**src/rtl/seg7_if.sv**
```systemverilog
// seg7_if: CPU-side write port and scanner-side segment bus of the seven-segment formatter
interface seg7_if;
    logic        wr_en;
    logic [31:0] wr_data;
    logic        dec_mode;
    logic [7:0]  dp_mask;
    logic        busy;
    logic [63:0] numbers;
    modport master (output wr_en, wr_data, dec_mode, dp_mask, input busy, numbers);
    modport slave  (input wr_en, wr_data, dec_mode, dp_mask, output busy, numbers);
endinterface

```
**src/rtl/seg7_formatter.sv**
```systemverilog
// seg7_formatter: 32-bit value to eight seven-segment bytes, hex or double-dabble decimal; SEG7_LZB_EN enables leading-zero blanking
module seg7_formatter (
    input  logic  clk,
    input  logic  rst_n,
    seg7_if.slave bus
);
    typedef enum logic [1:0] {IDLE, CONV, ENCODE} state_t;
`ifdef SEG7_LZB_EN
    localparam logic LZB = 1'b1;
`else
    localparam logic LZB = 1'b0;
`endif
    localparam logic [6:0] GLYPH [16] = '{7'h3F, 7'h06, 7'h5B, 7'h4F, 7'h66, 7'h6D, 7'h7D, 7'h07,
                                          7'h7F, 7'h6F, 7'h77, 7'h7C, 7'h39, 7'h5E, 7'h79, 7'h71};
    state_t      r_state, w_next;
    logic        r_busy, r_dec, w_accept, w_ovf;
    logic [7:0]  r_dp;
    logic [4:0]  r_cnt;
    logic [39:0] r_bcd, w_bcd_adj;
    logic [31:0] r_bin, w_digits;
    logic [63:0] r_numbers, w_enc;
    assign w_accept    = (r_state == IDLE) && bus.wr_en;
    assign bus.busy    = r_busy;
    assign bus.numbers = r_numbers;
    // next state: writes only start from IDLE, CONV runs 32 cycles, ENCODE is a single cycle
    always_comb begin
        w_next = r_state;
        if (w_accept)
            w_next = bus.dec_mode ? CONV : ENCODE;
        else if (r_state == CONV && r_cnt == 5'd31)
            w_next = ENCODE;
        else if (r_state == ENCODE)
            w_next = IDLE;
    end
    // state register; busy is decoded from the next state so it is a clean flop output
    always_ff @(posedge clk) begin
        if (!rst_n) begin
            r_state <= IDLE;
            r_busy  <= 1'b0;
        end else begin
            r_state <= w_next;
            r_busy  <= (w_next != IDLE);
        end
    end
    // double-dabble correction: any BCD nibble of 5 or more gets +3 before the shift
    always_comb begin
        w_bcd_adj = r_bcd;
        for (int i = 0; i < 10; i++)
            w_bcd_adj[4*i+:4] = (r_bcd[4*i+:4] >= 4'd5) ? r_bcd[4*i+:4] + 4'd3 : r_bcd[4*i+:4];
    end
    // glyph lookup per digit; overflow dashes skip blanking, dp is ORed in last
    always_comb begin
        logic seen;
        seen     = 1'b0;
        w_enc    = '0;
        w_digits = r_dec ? r_bcd[31:0] : r_bin;
        w_ovf    = r_dec && (r_bcd[39:32] != 8'd0);
        for (int i = 7; i >= 0; i--) begin
            seen = seen | (w_digits[4*i+:4] != 4'd0);
            w_enc[8*i+:8] = {r_dp[i], w_ovf ? 7'h40 : (LZB && !seen && i != 0) ? 7'h00 : GLYPH[w_digits[4*i+:4]]};
        end
    end
    // datapath: latch on accept, shift during CONV, publish the whole display at once in ENCODE
    always_ff @(posedge clk) begin
        if (!rst_n) begin
            r_dec     <= 1'b0;
            r_dp      <= '0;
            r_cnt     <= '0;
            r_bcd     <= '0;
            r_bin     <= '0;
            r_numbers <= '0;
        end else if (w_accept) begin
            r_bin <= bus.wr_data;
            r_dec <= bus.dec_mode;
            r_dp  <= bus.dp_mask;
            r_bcd <= '0;
            r_cnt <= '0;
        end else if (r_state == CONV) begin
            {r_bcd, r_bin} <= {w_bcd_adj, r_bin} << 1;
            r_cnt          <= r_cnt + 5'd1;
        end else if (r_state == ENCODE) begin
            r_numbers <= w_enc;
        end
    end
endmodule

```
**src/flat_wrapper.sv**
```systemverilog
// flat-port wrapper written by rule: the top's interface ports become plain ports
module seg7_formatter_flat 
  (clk, rst_n, bus_wr_en, bus_wr_data, bus_dec_mode, bus_dp_mask, bus_busy, bus_numbers);
  seg7_if bus_i ();
  input  logic clk;
  input  logic rst_n;
  input wire logic [$bits(bus_i.wr_en)-1:0] bus_wr_en;
  input wire logic [$bits(bus_i.wr_data)-1:0] bus_wr_data;
  input wire logic [$bits(bus_i.dec_mode)-1:0] bus_dec_mode;
  input wire logic [$bits(bus_i.dp_mask)-1:0] bus_dp_mask;
  output wire logic [$bits(bus_i.busy)-1:0] bus_busy;
  output wire logic [$bits(bus_i.numbers)-1:0] bus_numbers;
  assign bus_i.wr_en = bus_wr_en;
  assign bus_i.wr_data = bus_wr_data;
  assign bus_i.dec_mode = bus_dec_mode;
  assign bus_i.dp_mask = bus_dp_mask;
  assign bus_busy = bus_i.busy;
  assign bus_numbers = bus_i.numbers;
  seg7_formatter u_core (.clk(clk), .rst_n(rst_n), .bus(bus_i));
endmodule
```
**config.mk**
```make
export PLATFORM = sky130hd
export DESIGN_NAME = seg7_formatter_flat
export DESIGN_NICKNAME = d
export VERILOG_FILES = /design/src/rtl/seg7_if.sv /design/src/rtl/seg7_formatter.sv /design/src/flat_wrapper.sv
export SDC_FILE = /design/constraint.sdc
export NUM_CORES = 1
export LEC_CHECK = 0
export CAP_MARGIN = 5
export CORE_MARGIN = 3
export CORE_UTILIZATION = 55
export DETAILED_ROUTE_END_ITERATION = 12
export DONT_BUFFER_PORTS = 1
export PLACE_DENSITY = 0.74
export REMOVE_ABC_BUFFERS = 1
export SYNTH_ARGS = -nofsm -noshare
export SYNTH_HDL_FRONTEND = slang
export SYNTH_SLANG_ARGS = --single-unit
```
**constraint.sdc**
```tcl
create_clock -name clk -period 6.1 [get_ports clk]
set_clock_uncertainty 0.05 [all_clocks]
set_input_delay 0.915 -clock clk [delete_from_list [all_inputs] [get_ports clk]]
set_output_delay 0.915 -clock clk [all_outputs]
set_load 0.01 [all_outputs]
```
== After elaboration in Yosys (flattened, before gate mapping) ==
Memories as Yosys holds them, arrays and structs flattened.
Cells that the tools add are included.
Word-level totals
  logic and storage cells: 109
  output and inout port bits: 65
  memory bits (read-only): 896
  input bits: 44
  flip-flop bits (word level): 153
  memories kept: 8
Memories
  (no name shown): depth 16, bits a word 7, read ports 1, clocked after Yosys merged registers in 0, wr ports 0, RTL line seg7_formatter.sv:60  | w_enc[8*i+:8] = {r_dp[i], w_ovf ? 7'h40 : (LZB && !seen && i != 0) ? 7'h00 : GLYPH[w_digits[4*i+:4]]};
  (no name shown): depth 16, bits a word 7, read ports 1, clocked after Yosys merged registers in 0, wr ports 0, RTL line seg7_formatter.sv:60
  (no name shown): depth 16, bits a word 7, read ports 1, clocked after Yosys merged registers in 0, wr ports 0, RTL line seg7_formatter.sv:60
  (no name shown): depth 16, bits a word 7, read ports 1, clocked after Yosys merged registers in 0, wr ports 0, RTL line seg7_formatter.sv:60
  (no name shown): depth 16, bits a word 7, read ports 1, clocked after Yosys merged registers in 0, wr ports 0, RTL line seg7_formatter.sv:60
  (no name shown): depth 16, bits a word 7, read ports 1, clocked after Yosys merged registers in 0, wr ports 0, RTL line seg7_formatter.sv:60
  +2 memories
Cells by class
  $lt $le $gt $ge: 18
  bitwise operators: 11
  multiplexer cells: 41
  $add $sub $neg: 11
  equal/unequal tests: 3
  reductions and logical operators: 9
Operators by type and width (number)
  $mux W7: 24
  $mux W32: 3
  $ge A4 B3 Y1 const B: 10
  $ge A5 B5 Y1 const B: 8
  $not A4 Y5: 8
  $add A4 B2 Y4 const B: 9
  $mux W4: 9
  $mux W2: 4
  $reduce_bool A8 Y1: 1
  $add A5 B1 Y5 const B: 1
  $eq A5 B5 Y1 const B: 1
  $reduce_bool A2 Y1: 2
  $add A3 B2 Y3 const B: 1
  $logic_and A1 B1 Y1: 3
  $mux W3: 1
  $not A1 Y1: 3
  $reduce_and A3 Y1: 1
  $eq A2 B1 Y1 const B: 1
  $eq A2 B2 Y1 const B: 1
  $logic_not A2 Y1: 1
  $reduce_or A2 Y1: 1

== Longest topological paths before layout ==
Gate-level depths: netlist of run 1.
  word-level depth: 6
  depth in mapped cells: 11
  depth with buffers taken out: 8

== Worst setup path before layout of run 1 ==
OpenSTA, ideal clock, no wires.
  kind: register -> register
  from: register u_core.r_dec
  to: register u_core.r_numbers[49] (netlist: u_core.bus.numbers[49])
  data required time: 5.980 ns
  setup time: 0.070 ns
  path buffers: 3
  setup slack: 4.018 ns
  arrival: 1.962 ns
  cell stages (with the launch flop): 10
  clock period less this slack: 2.082 ns
  path through: dfxtp_1 -> buf_6 -> buf_6 -> buf_12 -> mux2i_1 -> ha_1 -> nand2_1 -> a21oi_1 -> a311o_1 -> a21boi_1
Between the ends
  word-level cells in the longest chain between the ends: 6
  elaborated cells on any way between the ends: 7
  classes of those cells: 4 x mux; 1 x bitwise; 1 x reduce/logical; 1 x memory
Ends and longest elaborated chain
  from (decl): RTL line seg7_formatter.sv:16  | logic r_busy, r_dec, w_accept, w_ovf;
  from (signal assigned): RTL line seg7_formatter.sv:74  | r_dec <= bus.dec_mode;
  $mux W32: RTL line seg7_formatter.sv:56  | w_digits = r_dec ? r_bcd[31:0] : r_bin;
  $not A4 Y5 (not written as such): RTL line seg7_formatter.sv:60
  $mem_v2 Z16 W7
  $mux W7 (not written as such) (2 in series): RTL line seg7_formatter.sv:60
  $mux W7 (*): RTL line seg7_formatter.sv:60
  to (signal assigned): RTL line seg7_formatter.sv:82  | r_numbers <= w_enc;
  to (decl): RTL line seg7_formatter.sv:21  | logic [63:0] r_numbers, w_enc;
Every way passes the cells marked *; elsewhere a longest branch is shown, timed or not. The select of a mux whose other input is x is not followed.
A chain may end at the register's enable or synchronous reset.

== Worst setup path in the final report of run 1 ==
  from: register u_core.r_state[0]
  to: register u_core.r_numbers[40] (netlist: u_core.bus.numbers[40])
Between the ends
  word-level cells in the longest chain between the ends: 4
  elaborated cells on any way between the ends: 7
  classes of those cells: 2 x eq/ne; 2 x bitwise; 3 x reduce/logical
Ends and longest elaborated chain
  from (decl): RTL line seg7_formatter.sv:15  | state_t r_state, w_next;
  from (signal assigned): RTL line seg7_formatter.sv:41  | r_state <= w_next;
  $logic_not A2 Y1: RTL line seg7_formatter.sv:22  | assign w_accept = (r_state == IDLE) && bus.wr_en;
  $logic_and A1 B1 Y1: RTL line seg7_formatter.sv:22
  $not A1 Y1 (no source line)
  $reduce_and A3 Y1 (no source line) (*)
Every way passes the cells marked *; elsewhere a longest branch is shown, timed or not.

==> metrics.csv, run 1 <==
metric,value,unit
post-CTS setup buffer count,0,
initial DRC count,404,
CP required,6.42,ns
fin nets,1132,
IO Port Bufs,0,
Max Slew Vio Count,0,
Post-synth EDFFs,0,
post-synthesis mux area share,6.21,%
Pleak,3.54,nW
CTS tree,done,
"Power, Total",2.49,mW
antenna violations before repair,0,
gp weighted congestion,0.890,
drt pass-1 iters,5,
Mapped Cells,1054,
PwrDens,263,mW/mm2
CTS Buf Count,17,
DRC,0,
status,completed,
sequential area share after synthesis,34.6,%
Max Freq,361,MHz
number of global-route vias before repair,6781,
Starting Density,57.2,%
Antenna Nets Post-Route,0,
routed len/inst,17.7,um
startpoint types,flip-flop,
dpl hpwl,14.3,mm
Adder-Cell Fraction of Synth Area,9.88,%
ys async rst share,0,%
final setup violation count,0,
Int Power,1.81,mW
Max clock buf depth,2,
Seq. cell area,0.00307,mm2
post-placement cell count,1210,
fillers,1337,
CTS resizes,0,
grt total ovfl,0,
worst-path maximum fanout,36,
Via density,5.88,
switching pwr,0.687,mW
CP Capture Type,flip-flop,
worst skew pair latency,0.43,ns
Synth cell types,51,
Worst-path clk slew,0.06,ns
Switching Share,27.5,%
Non-Filler Instances,1242,
Root Driver,clkbuf_16,
via count,7302,
period utilization,45.4,%
pin slew with the least headroom to its limit,1.06,ns
largest net degree at the start of global routing,89,
Routed WL,21.9,mm
combinational share of power,13.1,%
maximum VDD drop,0.000213,V
HP Class,flip-flop to flip-flop,
Post-synth top flop,dfxtp_1,
Synth Area in XOR/XNOR,2.17,%
Clk pwr share,42.4,%
fin crit period,2.77,ns
CORE AREA,0.0155,mm2
Rel. slew slack,29.0,%
Simple-Gate Fraction of Synth Area,15.1,%
# Max-Cap Violations,0,
largest family of logic cells by synthesized area,compound AO/OA/AOI/OAI gates,
P&R area growth vs syn,6.99,%
Synth warnings,0,
RSZ-0062 raised after global routing,no,
hold-fix buffers at CTS,0,
# diodes,0,
total global-route track usage,24.4,%
Crit Path Category,flip-flop to flip-flop,
Mean Syn Cell Area,8.41,um2
DIE AREA,0.0177,mm2
share of layout cells above drive strength 1,6.69,%
std cell rows,45,
Die Wd,133,um
post-synthesis sequential element count,153,
Netlist Area Pre-Place,0.00886,mm2
die height,133,um
Worst Path Arrival,3.09,ns
H-tree Lvls,4,
first-pass GRT wire length,35.3,mm
final hold viol count,0,
Fin Setup TNS,0,ns
CTS Sinks,153,
footprint of the multi-input gates,0.00531,mm2
power share of the sequential group,44.5,%
I/O pins,109,
Synth Area in Compound Gates,26.3,%
[critical path, stage by stage (launching register included)]
cell	delay [ns]
dfxtp_1	0.37
nand2b_2	0.19
buf_4	0.29
a21oi_2	0.55
buf_4	0.33
and2_1	0.64
a32o_1	0.27
[through the flow]
step	worst slack [ns]	hold slack [ns]	util, %	instance area [um2]
final	3.33	0.413	61.2	9480
after global routing	3.09	0.429	61.2	9480
after CTS	3.36	0.410	61.2	9480
after detailed placement	3.39	0.402	57.4	8890
after global placement	3.42	0.390	57.4	8890
after floorplan	2.04	0.382	-	8540
[cells by family after synthesis]
logic type,Yosys count
AO/OA/AOI/OAI,345
XOR/XNOR,22
adder cells (fa/ha/maj),70
buffers and inverters,114
flip-flops,153
multiplexers,50
AND/OR/NAND/NOR,300
[metal layers]
| metal | track usage (%) | part of all wire (%) | vias to the layer above | wire, um |
|---|---|---|---|---|
| met5 | 0 | 0 | - | 0 |
| met4 | 7.68 | 1.8 | 0 | 400 |
| met3 | 7.38 | 6.6 | 31 | 1450 |
| met2 | 38.9 | 46 | 175 | 10100 |
| met1 | 31.7 | 45 | 3460 | 9960 |
| li1 | - | - | 3636 | - |
[cell type report]
type | instances | area share, %
clock buffer | 21 | 4.96
clock inverter | 11 | 1.25
inverter | 51 | 2.02
multi-input combinational | 787 | 56.0
sequential | 153 | 32.3
tap | 211 | 2.78
timing repair buffer | 8 | 0.633
[cell usage after synthesis, drive strengths merged (8+ instances only)]
master	instances	area [um2]
dfxtp	153	3060
ha	70	876
a21boi	59	443
a22oi	42	315
buf	23	168
nor2b	24	150
mux2i	42	457
and2	27	169
xnor2	11	96.3
clkbuf	40	150
nand2b	14	87.6
nand2	164	616
mux2	8	93.8
xor2	11	96.3
nor2	40	153
a32o	20	200
o221ai	9	78.8
nor3	10	50.1
a21oi	84	477
a211oi	8	60.1
inv	51	191
o21ai	79	395
nand3	16	80.1
[power by group through the flow]
stage	Combinational [mW]	Sequential (mW)	Clock [mW]
global route	0.365	1.12	1.11
global placement	0.316	1.13	0
floorplan	0.247	1.11	0
finish	0.326	1.11	1.06
CTS	0.324	1.11	1.07
detailed placement	0.322	1.13	0
[state kept, by name, summed over array words and instances, names as in the netlist]
| signal | count |
|---|---|
| u_core.r_state | 2 |
| u_core.r_dp | 8 |
| u_core.r_bin | 32 |
| u_core.bus.busy | 1 |
| u_core.bus.numbers | 64 |
| u_core.r_cnt | 5 |
| u_core.r_bcd | 40 |
| u_core.r_dec | 1 |
[cell usage in the layout (no fill, tap or decap), drive strengths merged, types with 11 or more instances in the layout]
cell type  synthesis  routed
a21boi            59      59
a21oi             84      84
a22oi             42      42
a32o              20      20
and2              27      27
clkbuf            40      21
dfxtp            153     153
ha                70      70
inv               51      53
mux2i             42      42
nand2            164     164
nand2b            14      14
nand3             16      16
nor2              40      40
nor2b             24      24
o21ai             79      79
xnor2             11      11
xor2              11      11
[path summary, 6_finish.rpt]
path	from	end	slack [ns]	depth (start not counted)
worst min register to register	u_core.r_dp[3]$_SDFFE_PN0P_	u_core.bus.numbers[31]$_SDFFE_PN0P_	0.41	2
worst min-delay path	u_core.r_dp[3]$_SDFFE_PN0P_	u_core.bus.numbers[31]$_SDFFE_PN0P_	0.41	2
worst max register to register	u_core.r_state[0]$_SDFF_PN0_	u_core.bus.numbers[40]$_SDFFE_PN0P_	3.33	6
worst max-delay path	u_core.r_state[0]$_SDFF_PN0_	u_core.bus.numbers[40]$_SDFFE_PN0P_	3.33	6
Note: power is estimated with default switching activity, not from simulation.
==> inputs of run 2 (changes only) <==
- clock period: 6.1 -> 2.7 ns (I/O delays scaled with it)
==> metrics.csv, run 2 (same netlist as run 1, synthesis figures left out) <==
metric,value,unit
antenna violations before repair,0,
startpoint types,flip-flop,
CP Capture Type,flip-flop,
IO Port Bufs,0,
pin slew with the least headroom to its limit,0.868,ns
final hold viol count,0,
die height,133,um
CTS Sinks,153,
# Max-Cap Violations,0,
status,completed,
RSZ-0062 raised after global routing,no,
worst-path maximum fanout,17,
CTS resizes,0,
gp weighted congestion,0.883,
worst skew pair latency,0.43,ns
Max clock buf depth,2,
"Power, Total",5.72,mW
HP Class,primary input to flip-flop,
final setup violation count,0,
Pleak,3.64,nW
Root Driver,clkbuf_16,
CTS tree,done,
"commonest cells after routing, fill and taps aside","164 x nand2_1, 152 x dfxtp_1, 78 x a21oi_1, 78 x o21ai_0, 70 x ha_1",
total global-route track usage,24.3,%
routed len/inst,17.3,um
DRC,0,
fillers,1332,
Max Slew Vio Count,0,
initial DRC count,416,
Worst Path Arrival,2.57,ns
max FFs per register,64,
Starting Density,57.2,%
Antenna Nets Post-Route,0,
post-CTS setup buffer count,0,
fin crit period,2.26,ns
dpl hpwl,14.4,mm
Worst-path clk slew,0.06,ns
"commonest non-fill, non-tap cell in the layout",nand2_1,
DIE AREA,0.0177,mm2
# diodes,0,
first-pass GRT wire length,35.3,mm
Routed WL,21.8,mm
drt pass-1 iters,6,
Via density,5.89,
finished layout cell area,0.00968,mm2
largest net degree at the start of global routing,89,
hold-fix buffers at CTS,0,
P&R area growth vs syn,9.23,%
H-tree Lvls,4,
CTS Buf Count,17,
Crit Path Category,flip-flop to flip-flop,
CORE AREA,0.0155,mm2
std cell rows,45,
number of global-route vias before repair,6887,
Placed Area,0.00907,mm2
period utilization,83.8,%
Die Wd,133,um
I/O pins,109,
via count,7428,
maximum VDD drop,0.000471,V
grt total ovfl,0,
PwrDens,591,mW/mm2
Max Freq,442,MHz
share of layout cells above drive strength 1,8.19,%
CP required,3.01,ns
Reg2Reg Depth,9,
Rel. slew slack,42.1,%
fin nets,1151,
Hold Path Depth,1,
==> run 2: cell count changes in the layout (fill, tap and decap cells not counted), sizes merged <==
cell | previous run | this run
clkinv | 5 | 4
inv | 53 | 51
buf | 8 | 27
clkinvlp | 2 | 3
clkbuf | 21 | 22
bufinv | 2 | 3
==> run 2: final timing paths <==
kind | start | to | slack (ns)
worst min register to register | u_core.r_bcd[37]$_SDFFE_PP0P_ | u_core.r_bcd[37]$_SDFFE_PP0P_ | 0.40
worst max-delay path | u_core.r_dec$_SDFFE_PN0P_ | u_core.bus.numbers[3]$_SDFFE_PN0P_ | 0.44
worst min-delay path | rst_n | u_core.bus.numbers[50]$_SDFFE_PN0P_ | 0.06
worst max register to register | u_core.r_dec$_SDFFE_PN0P_ | u_core.bus.numbers[3]$_SDFFE_PN0P_ | 0.44
==> run 2: metal layers <==
metal  wire length, um  part of all wire (%)  GRT usage, %  up-vias
li1                  -                     -             -     3676
met1              9780                    45          32.2     3493
met2             10100                    46          38.7      228
met3              1440                   6.6          6.20       31
met4               500                   2.3          8.26        0
met5                 0                     0             0        -
==> run 2: final cells by class <==
class / count / area, um2 / area share [%]
Clock buffer: 22 / 464 / 4.80
Clock inverter: 10 / 144 / 1.49
Inverter: 51 / 191 / 1.98
Multi-Input combinational cell: 787 / 5310 / 54.8
Sequential cell: 153 / 3070 / 31.7
Tap cell: 211 / 264 / 2.73
Timing Repair Buffer: 27 / 240 / 2.48
==> run 2: critical path, cell delays in order (launching register included) <==
cell,delay (ns)
dfxtp_4,0.53
buf_4,0.26
mux2i_1,0.47
inv_1,0.16
ha_1,0.28
inv_1,0.10
nand2_1,0.05
o21ai_0,0.08
mux2i_1,0.09
o21ai_0,0.13
==> run 2: through the flow <==
stage,TNS (ns),instances,setup WS [ns],hold slack (ns),utilization (%)
floorplan,-115.13,991,-1.36,0.382,-
global placement,0,1229,0.529,0.391,58.6
detailed placement,0,1229,0.461,0.397,58.6
CTS,0,1261,0.441,0.0436,62.5
global route,0,1261,0.187,0.0504,62.5
finish,0,1261,0.438,0.0607,62.5
==> run 2: where the power goes <==
| part | internal, mW | switching [mW] | leakage, nW |
|---|---|---|---|
| Combinational | 0.320 | 0.470 | 2.11 |
| Clock | 1.51 | 0.949 | 0.287 |
| Sequential | 2.36 | 0.119 | 1.25 |
==> inputs of run 3 (changes only) <==
- PLACE_DENSITY: 0.74 -> 0.77
- clock period: 2.7 -> 1.95 ns (I/O delays scaled with it)
==> metrics.csv, run 3 (same netlist as run 1, synthesis figures left out) <==
metric,value,unit
Non-Filler Instances,1324,
P&R area growth vs syn,19.2,%
DRC,0,
initial DRC count,584,
Via density,5.94,
Routed WL,23.6,mm
power share of the sequential group,41.9,%
startpoint types,flip-flop,
R2R Path Start,u_core.r_dec$_SDFFE_PN0P_,
Hold WS,0.0225,ns
largest net degree at the start of global routing,85,
dpl hpwl,15.5,mm
number of global-route vias before repair,7186,
Fin Setup TNS,-0.0115,ns
Max Slew Vio Count,0,
Clk pwr share,41.1,%
# Max-Cap Violations,0,
Place WS,-0.0787,ns
R2R setup slack,-0.01,ns
RSZ-0062 raised after global routing,yes,
drt pass-1 iters,6,
final setup violation count,1,
Rel. slew slack,65.9,%
"Power, Total",8.19,mW
"commonest non-fill, non-tap cell in the layout",nand2_1,
fillers,1227,
PwrDens,775,mW/mm2
Antenna Nets Post-Route,0,
CP Capture Type,flip-flop,
CP required,2.25,ns
finished layout cell area,0.0106,mm2
HP Class,primary input to flip-flop,
Max Freq,510,MHz
combinational share of power,17.0,%
first-pass GRT wire length,37.0,mm
CTS tree,done,
H-tree Lvls,4,
fin nets,1215,
gp weighted congestion,0.911,
Worst-path clk slew,0.06,ns
routed len/inst,17.9,um
status,"finished, violations left",
max FFs per register,64,
Switching Share,27.5,%
switching pwr,2.25,mW
period utilization,101,%
Final WS setup,-0.0115,ns
Crit Path Category,flip-flop to flip-flop,
worst skew pair latency,0.43,ns
CTS Sinks,153,
Root Driver,clkbuf_16,
Worst Path Arrival,2.27,ns
Die Wd,133,um
Int Power,5.94,mW
Reg2Reg Depth,8,
antenna violations before repair,0,
grt total ovfl,0,
Starting Density,57.2,%
hold endpoint,u_core.r_bin[31]$_SDFFE_PN0P_,
Placed Area,0.00937,mm2
CORE AREA,0.0155,mm2
total global-route track usage,25.3,%
post-placement cell count,1263,
fin crit period,1.96,ns
Max clock buf depth,2,
Pleak,3.99,nW
I/O pins,109,
"commonest cells after routing, fill and taps aside","163 x nand2_1, 152 x dfxtp_1, 77 x a21oi_1",
# diodes,0,
maximum VDD drop,0.000674,V
via count,7870,
std cell rows,45,
CTS Buf Count,17,
share of layout cells above drive strength 1,15.6,%
die height,133,um
final core utilization,68.2,%
IO Port Bufs,0,
Hold Startpoint,bus_wr_data[31],
DIE AREA,0.0177,mm2
Reg-to-Reg End,u_core.bus.numbers[11]$_SDFFE_PN0P_,
Hold Path Depth,2,
violated checks,negative setup slack,
worst-path maximum fanout,5,
pin slew with the least headroom to its limit,0.502,ns
final hold viol count,0,
-- run 3: changes by cell type in the layout (fill, tap and decap cells not counted), sizes merged --
cell,change
inv,+2
clkinvlp,-1
buf,+52
dlygate4sd3,+10
-- run 3: area by class of cell --
class / instances / area (um2) / area share [%]
Clock inverter: 11 / 146 / 1.39
Tap cell: 211 / 264 / 2.50
Sequential cell: 153 / 3070 / 29.0
Clock buffer: 20 / 447 / 4.23
Multi-Input combinational cell: 787 / 5550 / 52.5
Inverter: 51 / 191 / 1.81
Timing Repair Buffer: 91 / 898 / 8.50
-- run 3: how the worst max path moves through the flow --
| stage | start | to | slack [ns] | cells past startpoint |
|---|---|---|---|---|
| floorplan | u_core.r_state[0]$_SDFF_PN0_ | u_core.r_bin[10]$_SDFFE_PN0P_ | -2.11 | 4 |
| finish | u_core.r_dec$_SDFFE_PN0P_ | u_core.bus.numbers[11]$_SDFFE_PN0P_ | -0.01 | 8 |
| global route | u_core.r_dec$_SDFFE_PN0P_ | u_core.bus.numbers[11]$_SDFFE_PN0P_ | -0.09 | 8 |
| CTS | u_core.r_dec$_SDFFE_PN0P_ | u_core.bus.numbers[27]$_SDFFE_PN0P_ | 0.002 | 9 |
| global placement | u_core.r_dec$_SDFFE_PN0P_ | u_core.bus.numbers[19]$_SDFFE_PN0P_ | -0.01 | 9 |
| detailed placement | u_core.r_dec$_SDFFE_PN0P_ | u_core.bus.numbers[51]$_SDFFE_PN0P_ | -0.08 | 7 |
-- run 3: repair_timing --
item	in CTS	in global routing
resized for setup	5	70
gates cloned	0	2
pin swaps	0	12
hold endpoints to repair	84	0
setup buffers	1	16
endpoints found under the setup margin	17	48
hold buffers	11	0
-- run 3: metal layers --
metal / GRT usage, % / routed length [um] / up-vias / share of wire (%)
li1: - / - / 3814 / -
met1: 33.6 / 10300 / 3764 / 44
met2: 41.2 / 11300 / 252 / 48
met3: 5.02 / 1500 / 40 / 6.4
met4: 8.89 / 504 / 0 / 2.1
met5: 0 / 0 / - / 0
-- run 3: power groups by stage --
stage / clock, mW / combinational, mW / sequential, mW
after global placement: 0 / 1.15 / 3.49
final: 3.36 / 1.39 / 3.43
after global routing: 3.54 / 1.53 / 3.45
after CTS: 3.41 / 1.24 / 3.43
after floorplan: 0 / 0.771 / 3.48
after detailed placement: 0 / 1.18 / 3.49
-- run 3: worst max-delay path: stages (launching register included) --
cell and delay (ns):
dfxtp_4 0.39, buf_8 0.14, mux2i_2 0.29, buf_4 0.19
inv_1 0.09, ha_1 0.27, o21ai_1 0.20, mux2i_1 0.11
o21ai_0 0.16
